**src/rtl/mem_arbiter.sv**
```systemverilog
// rtl/mem_arbiter.sv - fetch/data round-robin arbiter for a single-ported memory
module mem_arbiter #(
    parameter int unsigned TIMEOUT = 255
) (
    input  logic        clk,
    input  logic        reset,
    input  logic        if_req,
    input  logic [31:0] if_addr,
    output logic [31:0] if_rdata,
    output logic        if_ready,
    input  logic        d_req,
    input  logic        d_we,
    input  logic [31:0] d_addr,
    input  logic [31:0] d_wdata,
    output logic [31:0] d_rdata,
    output logic        d_ready,
    output logic        mem_req,
    output logic        mem_we,
    output logic [31:0] mem_addr,
    output logic [31:0] mem_wdata,
    input  logic [31:0] mem_rdata,
    input  logic        mem_ack,
    output logic        stall,
    output logic        bus_err
);

    typedef enum logic [1:0] {IDLE, BUSY, DONE} state_t;

    // Port identifiers for grant / last_grant
    localparam logic FETCH = 1'b0;
    localparam logic DATA  = 1'b1;

    localparam logic [7:0] TIMEOUT_CNT = TIMEOUT[7:0];

    state_t      state_q, state_d;
    logic        last_grant_q, last_grant_d;
    logic        grant_q, grant_d;
    logic [7:0]  cnt_q, cnt_d;
    logic        we_q, we_d;
    logic [31:0] addr_q, addr_d;
    logic [31:0] wdata_q, wdata_d;
    logic [31:0] if_rdata_q, if_rdata_d;
    logic [31:0] d_rdata_q, d_rdata_d;
    logic        if_ready_q, if_ready_d;
    logic        d_ready_q, d_ready_d;
    logic        bus_err_q, bus_err_d;
    logic        pick;
    logic [7:0]  cnt_inc;

    // Next-state logic: arbitrate in IDLE, wait for ack or timeout in BUSY, pulse ready in DONE
    always_comb begin
        state_d      = state_q;
        last_grant_d = last_grant_q;
        grant_d      = grant_q;
        cnt_d        = cnt_q;
        we_d         = we_q;
        addr_d       = addr_q;
        wdata_d      = wdata_q;
        if_rdata_d   = if_rdata_q;
        d_rdata_d    = d_rdata_q;
        if_ready_d   = 1'b0;
        d_ready_d    = 1'b0;
        bus_err_d    = 1'b0;
        cnt_inc      = cnt_q + 8'd1;
        // On a tie the port that did not win last time is served
        pick         = (if_req && d_req) ? ~last_grant_q : (d_req ? DATA : FETCH);

        case (state_q)
            IDLE: begin
                if (if_req || d_req) begin
                    state_d      = BUSY;
                    grant_d      = pick;
                    last_grant_d = pick;
                    cnt_d        = 8'd0;
                    if (pick == DATA) begin
                        we_d    = d_we;
                        addr_d  = d_addr;
                        wdata_d = d_wdata;
                    end else begin
                        we_d    = 1'b0;
                        addr_d  = if_addr;
                        wdata_d = 32'd0;
                    end
                end
            end
            BUSY: begin
                if (mem_ack) begin
                    // An ack always beats a coincident timeout
                    state_d = DONE;
                    if (grant_q == DATA) begin
                        d_ready_d = 1'b1;
                        if (!we_q) d_rdata_d = mem_rdata;
                    end else begin
                        if_ready_d = 1'b1;
                        if_rdata_d = mem_rdata;
                    end
                end else begin
                    cnt_d = cnt_inc;
                    if (cnt_inc == TIMEOUT_CNT) begin
                        // Abort: complete the access with zeroed read data and flag the error
                        state_d   = DONE;
                        bus_err_d = 1'b1;
                        if (grant_q == DATA) begin
                            d_ready_d = 1'b1;
                            if (!we_q) d_rdata_d = 32'd0;
                        end else begin
                            if_ready_d = 1'b1;
                            if_rdata_d = 32'd0;
                        end
                    end
                end
            end
            DONE: begin
                state_d = IDLE;
            end
            default: begin
                state_d = IDLE;
            end
        endcase
    end

    // State and registered outputs; reset abandons any transaction in flight
    always_ff @(posedge clk) begin
        if (reset) begin
            state_q      <= IDLE;
            last_grant_q <= FETCH;
            grant_q      <= FETCH;
            cnt_q        <= 8'd0;
            we_q         <= 1'b0;
            addr_q       <= 32'd0;
            wdata_q      <= 32'd0;
            if_rdata_q   <= 32'd0;
            d_rdata_q    <= 32'd0;
            if_ready_q   <= 1'b0;
            d_ready_q    <= 1'b0;
            bus_err_q    <= 1'b0;
        end else begin
            state_q      <= state_d;
            last_grant_q <= last_grant_d;
            grant_q      <= grant_d;
            cnt_q        <= cnt_d;
            we_q         <= we_d;
            addr_q       <= addr_d;
            wdata_q      <= wdata_d;
            if_rdata_q   <= if_rdata_d;
            d_rdata_q    <= d_rdata_d;
            if_ready_q   <= if_ready_d;
            d_ready_q    <= d_ready_d;
            bus_err_q    <= bus_err_d;
        end
    end

    // Memory side is driven only from the latched request registers
    always_comb begin
        mem_req   = (state_q == BUSY);
        mem_we    = (state_q == BUSY) && we_q;
        mem_addr  = addr_q;
        mem_wdata = wdata_q;
        if_rdata  = if_rdata_q;
        d_rdata   = d_rdata_q;
        if_ready  = if_ready_q;
        d_ready   = d_ready_q;
        bus_err   = bus_err_q;
        stall     = (if_req && !if_ready_q) || (d_req && !d_ready_q);
    end

endmodule

```
**config.mk**
```make
export PLATFORM = sky130hd
export DESIGN_NAME = mem_arbiter
export DESIGN_NICKNAME = d
export VERILOG_FILES = /design/src/rtl/mem_arbiter.sv
export SDC_FILE = /design/constraint.sdc
export NUM_CORES = 1
export LEC_CHECK = 0
export CAP_MARGIN = 20
export CORE_ASPECT_RATIO = 0.8
export CORE_MARGIN = 3
export CORE_UTILIZATION = 44
export DETAILED_ROUTE_END_ITERATION = 12
export PLACE_DENSITY = 0.9
export SYNTH_ARGS = -nofsm -noshare
export SYNTH_HDL_FRONTEND = slang
export SYNTH_SLANG_ARGS = --single-unit
export TNS_END_PERCENT = 50
```
**constraint.sdc**
```tcl
create_clock -name clk -period 5.6 [get_ports clk]
set_clock_uncertainty 0.2 [all_clocks]
set_input_delay 0.84 -clock clk [delete_from_list [all_inputs] [get_ports clk]]
set_output_delay 0.84 -clock clk [all_outputs]
set_load 0.005 [all_outputs]
```
# ---- Word level (Yosys, flattened, before mapping)
# Cells that the tools add are included.
# Widths: inputs -> output; s select.
dict set report totals {
  reg_bits 143
  out_inout_bits 134
  elab_cells 67
}
dict set report classes {
  n_addsub 1
  n_eq_ne 5
  n_mux 29
  bitwise_logic 3
  n_reduce_logical 18
}
# cell count
set op_table {}
lappend op_table {{$mux 32} 12}
lappend op_table {{$mux 8} 2}
lappend op_table {{$pmux 8 s2} 1}
lappend op_table {{$mux 1} 10}
lappend op_table {{$add 8x1->8 const B} 1}
lappend op_table {{$eq 8x8->1 const B} 1}
lappend op_table {{$mux 2} 3}
lappend op_table {{$reduce_and 3->1} 2}
lappend op_table {{$logic_and 1x1->1} 4}
lappend op_table {{$ne 2x2->1 const B} 2}
lappend op_table {{$pmux 2 s2} 1}
lappend op_table {{$reduce_and 2->1} 2}
lappend op_table {{$reduce_and 4->1} 1}
lappend op_table {{$reduce_bool 2->1} 2}
lappend op_table {{$ne 3x1->1 const B} 1}
lappend op_table {{$not 1->1} 3}
lappend op_table {{$reduce_or 3->1} 1}
lappend op_table {{$eq 2x1->1 const B} 1}
lappend op_table {{$logic_not 1->1} 2}
lappend op_table {{$logic_not 2->1} 1}
lappend op_table {{$logic_or 1x1->1} 2}
lappend op_table {{$reduce_or 2->1} 1}

# ---- Depth between registers and ports, before layout
# Gate-level depths: netlist of the first run.
dict set report logic_depth {
  ltp_word 5
  depth_mapped 8
}

# ---- Least setup slack after synthesis of the first run
# Ideal clock, no wire load.
dict set report synth_path {
  path_kind {input to register}
  from {in mem_ack}
  to {reg if_rdata_q[23] (netlist: if_rdata[23])}
  arrival_time_ps 2048
  required_time_ps 5309
  path_slack_ps 3261
  stages 6
  path_buffers 2
  cell_sequence {clkbuf_1 inv_1 nor3_2 clkbuf_1 a21oi_1 a311oi_1}
}
dict set report synth_between {
  elab_chain_len 2
  elab_cells_between_ends 3
  cone_classes {mux (1); reduce/logical (2)}
}
# element line
set synth_rtl {}
lappend synth_rtl {{start: declaration} 22} ;# input logic mem_ack,
lappend synth_rtl {{$reduce_bool 2->1 (no source line)} -}
lappend synth_rtl {{$reduce_and 3->1 (no source line)} -}
lappend synth_rtl {{end signal: assignment} 145} ;# if_rdata_q <= if_rdata_d;
lappend synth_rtl {{end: declaration} 42} ;# logic [31:0] if_rdata_q, if_rdata_d;
# Several ways; a longest one is shown, not always the timed one.
# A chain may end at the register's enable or synchronous reset.

# ---- Worst setup path in the final report of the first run
dict set report layout_path {
  from {in if_req}
  to {out stall}
}
dict set report layout_between {
  elab_chain_len 2
}
# element line
set layout_rtl {}
lappend layout_rtl {{start: declaration} 7} ;# input logic if_req,
lappend layout_rtl {{$logic_and 1x1->1} 164} ;# stall = (if_req && !if_ready_q) || (d_req && !d_ready_q);
lappend layout_rtl {{$logic_or 1x1->1} 164}
lappend layout_rtl {{end: declaration} 23} ;# output logic stall,
# No other way between the ends.

==> tab_implementation.tex, run 1 <==
\begin{tabular}{lr}
\hline
Metric & Value \\
\hline
\multicolumn{2}{l}{\textbf{Final layout}} \\
Nets & 976 \\
Signed area change from the synthesized netlist to the final layout & 58.7\% \\
Antenna fix cells & 0 \\
Finished layout cell area & 8950 µm² \\
Share of the core filled with cells & 72.6\% \\
Share of final-layout standard cells stronger than drive strength 1 & 6.33\% \\
\multicolumn{2}{l}{\textbf{Routing}} \\
Number of vias after detailed routing & 5680 \\
Via-per-instance ratio & 5.55 \\
Final ANT Viol Nets & 0 \\
Post-route DRC & 0 \\
Routed length per placed instance & 17.6 µm \\
Wirelength, routed & 18.0 mm \\
Count of routing violations after the opening detailed-route iteration & 406 \\
Detailed Routing Iterations Pass 1 & 5 \\
\multicolumn{2}{l}{\textbf{Critical path}} \\
Critical path type & in -> out \\
Combined buffer and inverter count along the critical path & 3 \\
WP data arrival & 2220 ps \\
Most common cell on crit path & clkdlybuf4s50\_1 \\
Kind of cell adding the most delay to the critical path & buffers and inverters \\
Largest stage delay, worst path & 570 ps \\
Startpoint type of the worst setup path & input port \\
Kind of end point of the critical path & output port \\
Chain of cells forming the critical path & clkdlybuf4s50\_1 -> inv\_1 -> o22ai\_1 -> clkdlybuf4s50\_1 \\
Library cell contributing the largest single delay on the critical path & clkdlybuf4s50\_1 \\
WP data required & 4560 ps \\
Largest fanout of any net on the critical path & 3 \\
\multicolumn{2}{l}{\textbf{Synthesis}} \\
Post-synth design cell area & 5640 µm² \\
Gate count of the mapped netlist & 603 \\
Sequential fraction of the synthesis area & 50.7\% \\
Commonest register cell after synthesis & dfxtp\_1 \\
Async SR Flop Fraction & 0\% \\
Average cell area after synthesis & 9.36 µm² \\
Count of distinct cell types in the synthesized netlist & 37 \\
Post-synthesis sequential element count & 143 \\
Synth warnings & 0 \\
Post-synth net total & 739 \\
Number of enable-type register cells in the synthesized netlist & 0 \\
\multicolumn{2}{l}{\textbf{Timing}} \\
Hold violation total from the final report & 0 \\
Worst Max-Slew Pin Slew & 999 ps \\
Shortest period the worst path allows & 3260 ps \\
Setup TNS Final & 0 ps \\
RSZ-0062 raised after global routing & no \\
Final period utilization & 58.1\% \\
Max-slew violations & 0 \\
\# setup viols final & 0 \\
Smallest hold slack & 296 ps \\
Max Freq & 307 MHz \\
Headroom to the max-slew limit & 33.4\% \\
\multicolumn{2}{l}{\textbf{Clock network}} \\
Clock latency on the worst-skew pair & 400 ps \\
Clock buffer count from CTS & 17 \\
Count of buffers added by post-CTS timing repair for setup & 0 \\
CTS Hold Bufs & 0 \\
Cell chosen for the clock root & clkbuf\_16 \\
Maximum clock insertion buffer count & 2 \\
Clock tree from TritonCTS & built \\
Number of instances resized during post-cts repair & 0 \\
Count of H-tree levels built during CTS & 4 \\
Clock slew at reported path FFs & 50 ps \\
Total number of clock tree sinks & 143 \\
\multicolumn{2}{l}{\textbf{Power and ir drop}} \\
Power per cell area & 300 nW/µm² \\
Static Leakage & 0.00320 µW \\
Peak supply drop & 0.000211 V \\
\multicolumn{2}{l}{\textbf{Global route}} \\
Antenna violations before repair & 0 \\
GR Util All Layers & 24.6\% \\
Maximum number of pins on one net before global-route repair & 99 \\
Global-route wire length before repair & 28.3 mm \\
Total gr overflow & 0 \\
Via count of the first global-routing pass & 5534 \\
\multicolumn{2}{l}{\textbf{Die}} \\
Width of the die & 133 µm \\
Count of standard-cell rows & 36 \\
Area of the die & 14200 µm² \\
Vert. Die Dim & 107 µm \\
Effective utilization at floorplan & 45.7\% \\
Core box area & 12300 µm² \\
I/O pin count & 268 \\
\multicolumn{2}{l}{\textbf{Outcome}} \\
Result of the run & completed \\
\multicolumn{2}{l}{\textbf{Place}} \\
Area after detailed placement & 8380 µm² \\
I/O Buffers & 267 \\
Last weighted congestion value of the routability-driven placer & 0.789 \\
Hpwl dp & 12.4 mm \\
\multicolumn{2}{l}{\textbf{Run}} \\
Max-cap check violation count & 0 \\
\multicolumn{2}{l}{\textbf{Worst hold path}} \\
Class of the most critical hold timing path & reg -> reg \\
\hline
\end{tabular}
[through the flow]
step	setup slack [ps]	power [µW]	std cells
final	2340	2690	1024
after global routing	2280	2800	1024
after CTS	2350	2710	1024
after detailed placement	2350	1630	992
after global placement	2360	1620	992
after floorplan	3260	1350	603
[final timing paths]
| path | slack, ps | to | startpoint | depth (start not counted) |
|---|---|---|---|---|
| hold reg to reg | 300 | cnt_q[7] | cnt_q[7] | 2 |
| setup / recovery | 2340 | stall | if_req | 4 |
| setup reg to reg | 2700 | d_rdata[25] | state_q[1] | 7 |
| hold / removal | 300 | cnt_q[7] | cnt_q[7] | 2 |
[routing by layer]
| metal | vias up | track usage [%] | share of wire, % |
|---|---|---|---|
| met3 | 32 | 10.4 | 11 |
| met1 | 2604 | 28.7 | 39 |
| li1 | 2729 | - | - |
| met5 | - | 0 | 0 |
| met4 | 0 | 9.27 | 2.3 |
| met2 | 315 | 40.5 | 47 |
[sequential cells by signal, summed over array words and instances (netlist names)]
name	count
mem_wdata	32
d_ready	1
if_ready	1
state_q	2
grant_q	1
d_rdata	32
cnt_q	8
bus_err	1
if_rdata	32
mem_addr	32
we_q	1
[where the power goes]
part           switching [µW]  internal (µW)  leakage (µW)
clock                     451            630      0.000271
sequential               37.7           1080       0.00117
combinational             221            267       0.00176
total                     710           1980       0.00320
[cell type report]
type | count | area [µm²]
Fill cell | 909 | 3390
Sequential cell | 143 | 2860
Timing Repair Buffer | 278 | 2750
Multi-Input combinational cell | 395 | 2530
Clock buffer | 18 | 439
Tap cell | 171 | 214
Clock inverter | 14 | 134
Inverter | 5 | 18.8
[cells in the final DEF (no fill, tap or decap), drive strengths merged, types with 2 or more instances in the layout]
cell / count
a211oi: 33
nand2: 37
nor3: 2
nand2b: 2
a22oi: 34
inv: 9
xnor2: 3
clkbuf: 18
dfxtp: 143
o21ai: 5
nor2: 84
clkinvlp: 4
clkinv: 5
clkdlybuf4s50: 266
o22ai: 2
a311oi: 64
ha: 2
and3: 4
and2: 4
or3: 2
buf: 12
mux2i: 32
nand3: 4
a21oi: 73
[tightest hold or removal path: stages, from the launching register on]
cell	delay, ps
dfxtp_1	310
o21ai_0	70
a21oi_1	60
[synthesized netlist by cell type, types with 2 or more instances]
master / count / share of area (%)
buf_1: 2 / 0.13
a211oi_1: 33 / 4.4
o22ai_1: 2 / 0.22
and3_1: 3 / 0.33
a21oi_1: 73 / 6.5
nand2b_1: 2 / 0.22
dfxtp_1: 143 / 51
or3_1: 2 / 0.22
and2_1: 4 / 0.44
nand3_1: 4 / 0.35
mux2i_1: 32 / 5.7
clkbuf_1: 40 / 2.7
nand2_1: 37 / 2.5
o21ai_0: 4 / 0.35
a311oi_1: 64 / 9.9
ha_1: 2 / 0.44
a22oi_1: 34 / 4.5
nor2_1: 83 / 5.5
inv_1: 5 / 0.33
buf_2: 11 / 0.98
xnor2_1: 2 / 0.31
buf_4: 6 / 0.80
[cells by family after synthesis]
family	share of synthesized area, %
buffers and inverters	5.10
AO/OA/AOI/OAI	26.6
AND/OR/NAND/NOR	10.7
adder cells (fa/ha/maj)	0.443
flip-flops	50.7
XOR/XNOR	0.754
multiplexers	5.68
Power figures use the tool's default switching activity.
==> inputs of run 2 (changes only) <==
- CORE_UTILIZATION: 44 -> 37
- PLACE_DENSITY: 0.9 -> 0.82
- clock period: 5.6 -> 2.7 ns (I/O delays scaled with it)
==> run 2 against run 1 <==
Combinational power up 110%. Utilization fell by 11 points. Worst hold slack worse by 21 ps. Count of clock-buffer cells in the layout is 1 higher. Sequential power up 110%. Sequential share of layout area fell by 0.31 points. Wire length fell by 0.13%. Power grew 110%. Critical endpoint is now mem_we.
==> tab_implementation.tex, run 2 (same netlist as run 1, synthesis figures left out) <==
\begin{tabular}{lr}
\hline
Metric & Value \\
\hline
\multicolumn{2}{l}{\textbf{Outcome}} \\
Result of the run & completed \\
\multicolumn{2}{l}{\textbf{Power and ir drop}} \\
Power per cell area & 629 nW/µm² \\
Static Leakage & 0.00322 µW \\
Peak supply drop & 0.000423 V \\
\multicolumn{2}{l}{\textbf{Die}} \\
Count of standard-cell rows & 39 \\
Effective utilization at floorplan & 38.7\% \\
Area of the die & 16800 µm² \\
I/O pin count & 268 \\
Vert. Die Dim & 116 µm \\
Core box area & 14600 µm² \\
Width of the die & 144 µm \\
\multicolumn{2}{l}{\textbf{Final layout}} \\
Nets & 977 \\
Top library cells by usage in the layout, fill and taps aside & clkdlybuf4s50\_1 (266), dfxtp\_1 (143), nor2\_1 (82) \\
Finished layout cell area & 9040 µm² \\
Signed area change from the synthesized netlist to the final layout & 60.2\% \\
Leading cell type in the layout, fill and taps excluded & clkdlybuf4s50\_1 \\
Number of filler instances in the final layout & 1203 \\
Antenna fix cells & 0 \\
Share of final-layout standard cells stronger than drive strength 1 & 6.21\% \\
\multicolumn{2}{l}{\textbf{Worst hold path}} \\
Class of the most critical hold timing path & in -> reg \\
Startpoint of the most critical hold path & reset \\
Number of stages on the worst hold path & 2 \\
Worst Hold End & mem\_wdata[11] \\
\multicolumn{2}{l}{\textbf{Timing}} \\
Worst Max-Slew Pin Slew & 559 ps \\
Shortest period the worst path allows & 2490 ps \\
Headroom to the max-slew limit & 62.7\% \\
Hold violation total from the final report & 0 \\
Max Freq & 401 MHz \\
Final period utilization & 92.3\% \\
Setup TNS Final & 0 ps \\
RSZ-0062 raised after global routing & no \\
\# setup viols final & 0 \\
Max-slew violations & 0 \\
\multicolumn{2}{l}{\textbf{Global route}} \\
Antenna violations before repair & 0 \\
Fraction of met3 tracks used by global routing & 9.13\% \\
Met2 GRT Util & 32.7\% \\
Maximum number of pins on one net before global-route repair & 68 \\
Global-route wire length before repair & 27.7 mm \\
Busiest metal layer after global routing & met2 \\
GR Util All Layers & 20.7\% \\
Global-route met1 utilization & 26.1\% \\
Via count of the first global-routing pass & 5313 \\
Total gr overflow & 0 \\
\multicolumn{2}{l}{\textbf{Clock network}} \\
Clock tree from TritonCTS & built \\
Maximum clock insertion buffer count & 2 \\
Count of H-tree levels built during CTS & 4 \\
Total number of clock tree sinks & 143 \\
Count of buffers added by post-CTS timing repair for setup & 0 \\
Clock slew at reported path FFs & 60 ps \\
Clock latency on the worst-skew pair & 410 ps \\
Clock buffer count from CTS & 17 \\
CTS Hold Bufs & 0 \\
Number of instances resized during post-cts repair & 0 \\
Cell chosen for the clock root & clkbuf\_16 \\
\multicolumn{2}{l}{\textbf{Place}} \\
Last weighted congestion value of the routability-driven placer & 0.783 \\
Hpwl dp & 12.3 mm \\
Area after detailed placement & 8460 µm² \\
I/O Buffers & 267 \\
\multicolumn{2}{l}{\textbf{Routing}} \\
Wirelength, routed & 18.0 mm \\
Post-route DRC & 0 \\
Final ANT Viol Nets & 0 \\
Routed length per placed instance & 17.4 µm \\
Detailed Routing Iterations Pass 1 & 6 \\
Count of routing violations after the opening detailed-route iteration & 441 \\
Via-per-instance ratio & 5.38 \\
Number of vias after detailed routing & 5588 \\
\multicolumn{2}{l}{\textbf{Critical path}} \\
Kind of end point of the critical path & output port \\
Number of cells on the worst reg-to-reg path & 7 \\
Startpoint type of the worst setup path & register \\
Worst reg2reg path endpoint & if\_rdata[29] \\
Worst reg-to-reg setup slack & 410 ps \\
R2R Path Start & cnt\_q[0] \\
WP data required & 2100 ps \\
WP data arrival & 1890 ps \\
Critical path type & reg -> out \\
Largest fanout of any net on the critical path & 8 \\
\multicolumn{2}{l}{\textbf{Run}} \\
Max-cap check violation count & 0 \\
\hline
\end{tabular}
==> run 2: changes by cell type in the layout (fill, tap and decap cells not counted) <==
cell       delta
clkinv_4      -2
bufinv_16     +1
inv_6         +2
buf_4         -3
clkinv_2      -2
clkbuf_1      +2
buf_12        +4
clkbuf_8      -1
==> run 2: final cells by class <==
cell class | count | area, µm² | share of cell area (%)
Tap cell | 184 | 230 | 2.55
Clock buffer | 19 | 433 | 4.79
Multi-Input combinational cell | 395 | 2530 | 28.0
Sequential cell | 143 | 2860 | 31.7
Inverter | 5 | 18.8 | 0.208
Clock inverter | 13 | 154 | 1.70
Timing Repair Buffer | 279 | 2810 | 31.1
==> run 2: per-stage QoR <==
stage	setup slack (ps)	util, %	total power [µW]	cells	hold slack (ps)
2_1_floorplan	580	-	2790	603	254
3_3_place_gp	321	58.0	3370	1006	277
3_5_place_dp	300	58.0	3390	1006	287
4_1_cts	161	62.0	5760	1038	254
5_1_grt	39.8	62.0	5930	1038	280
6_report	208	62.0	5690	1038	276
==> run 2: critical path: stages (launching register included) <==
cell             delay, ps
dfxtp_1                320
nand2b_1               390
inv_1                  120
and2_1                 180
clkdlybuf4s50_1        460
==> run 2: worst max path at each step <==
stage               startpoint     endpoint  slack, ps  cells after the start
global route        state_q[1]       mem_we         40                      4
floorplan             cnt_q[0]  d_rdata[10]        580                      8
global placement        if_req        stall        320                      4
finish              state_q[1]       mem_we        210                      4
CTS                 state_q[1]       mem_we        160                      4
detailed placement      if_req        stall        300                      4
==> run 2: report_power, final <==
group	switching, µW	internal, µW	total [µW]	leakage [µW]
Sequential	75.6	2240	2320	0.00117
Combinational	458	566	1020	0.00178
Clock	964	1380	2350	0.000274
==> run 2: layer usage <==
| metal | vias up | wire (µm) | share of wire (%) |
|---|---|---|---|
| met2 | 259 | 8340 | 46 |
| met4 | 0 | 152 | 0.84 |
| met5 | - | 0 | 0 |
| met3 | 13 | 1960 | 11 |
| li1 | 2743 | - | - |
| met1 | 2573 | 7560 | 42 |
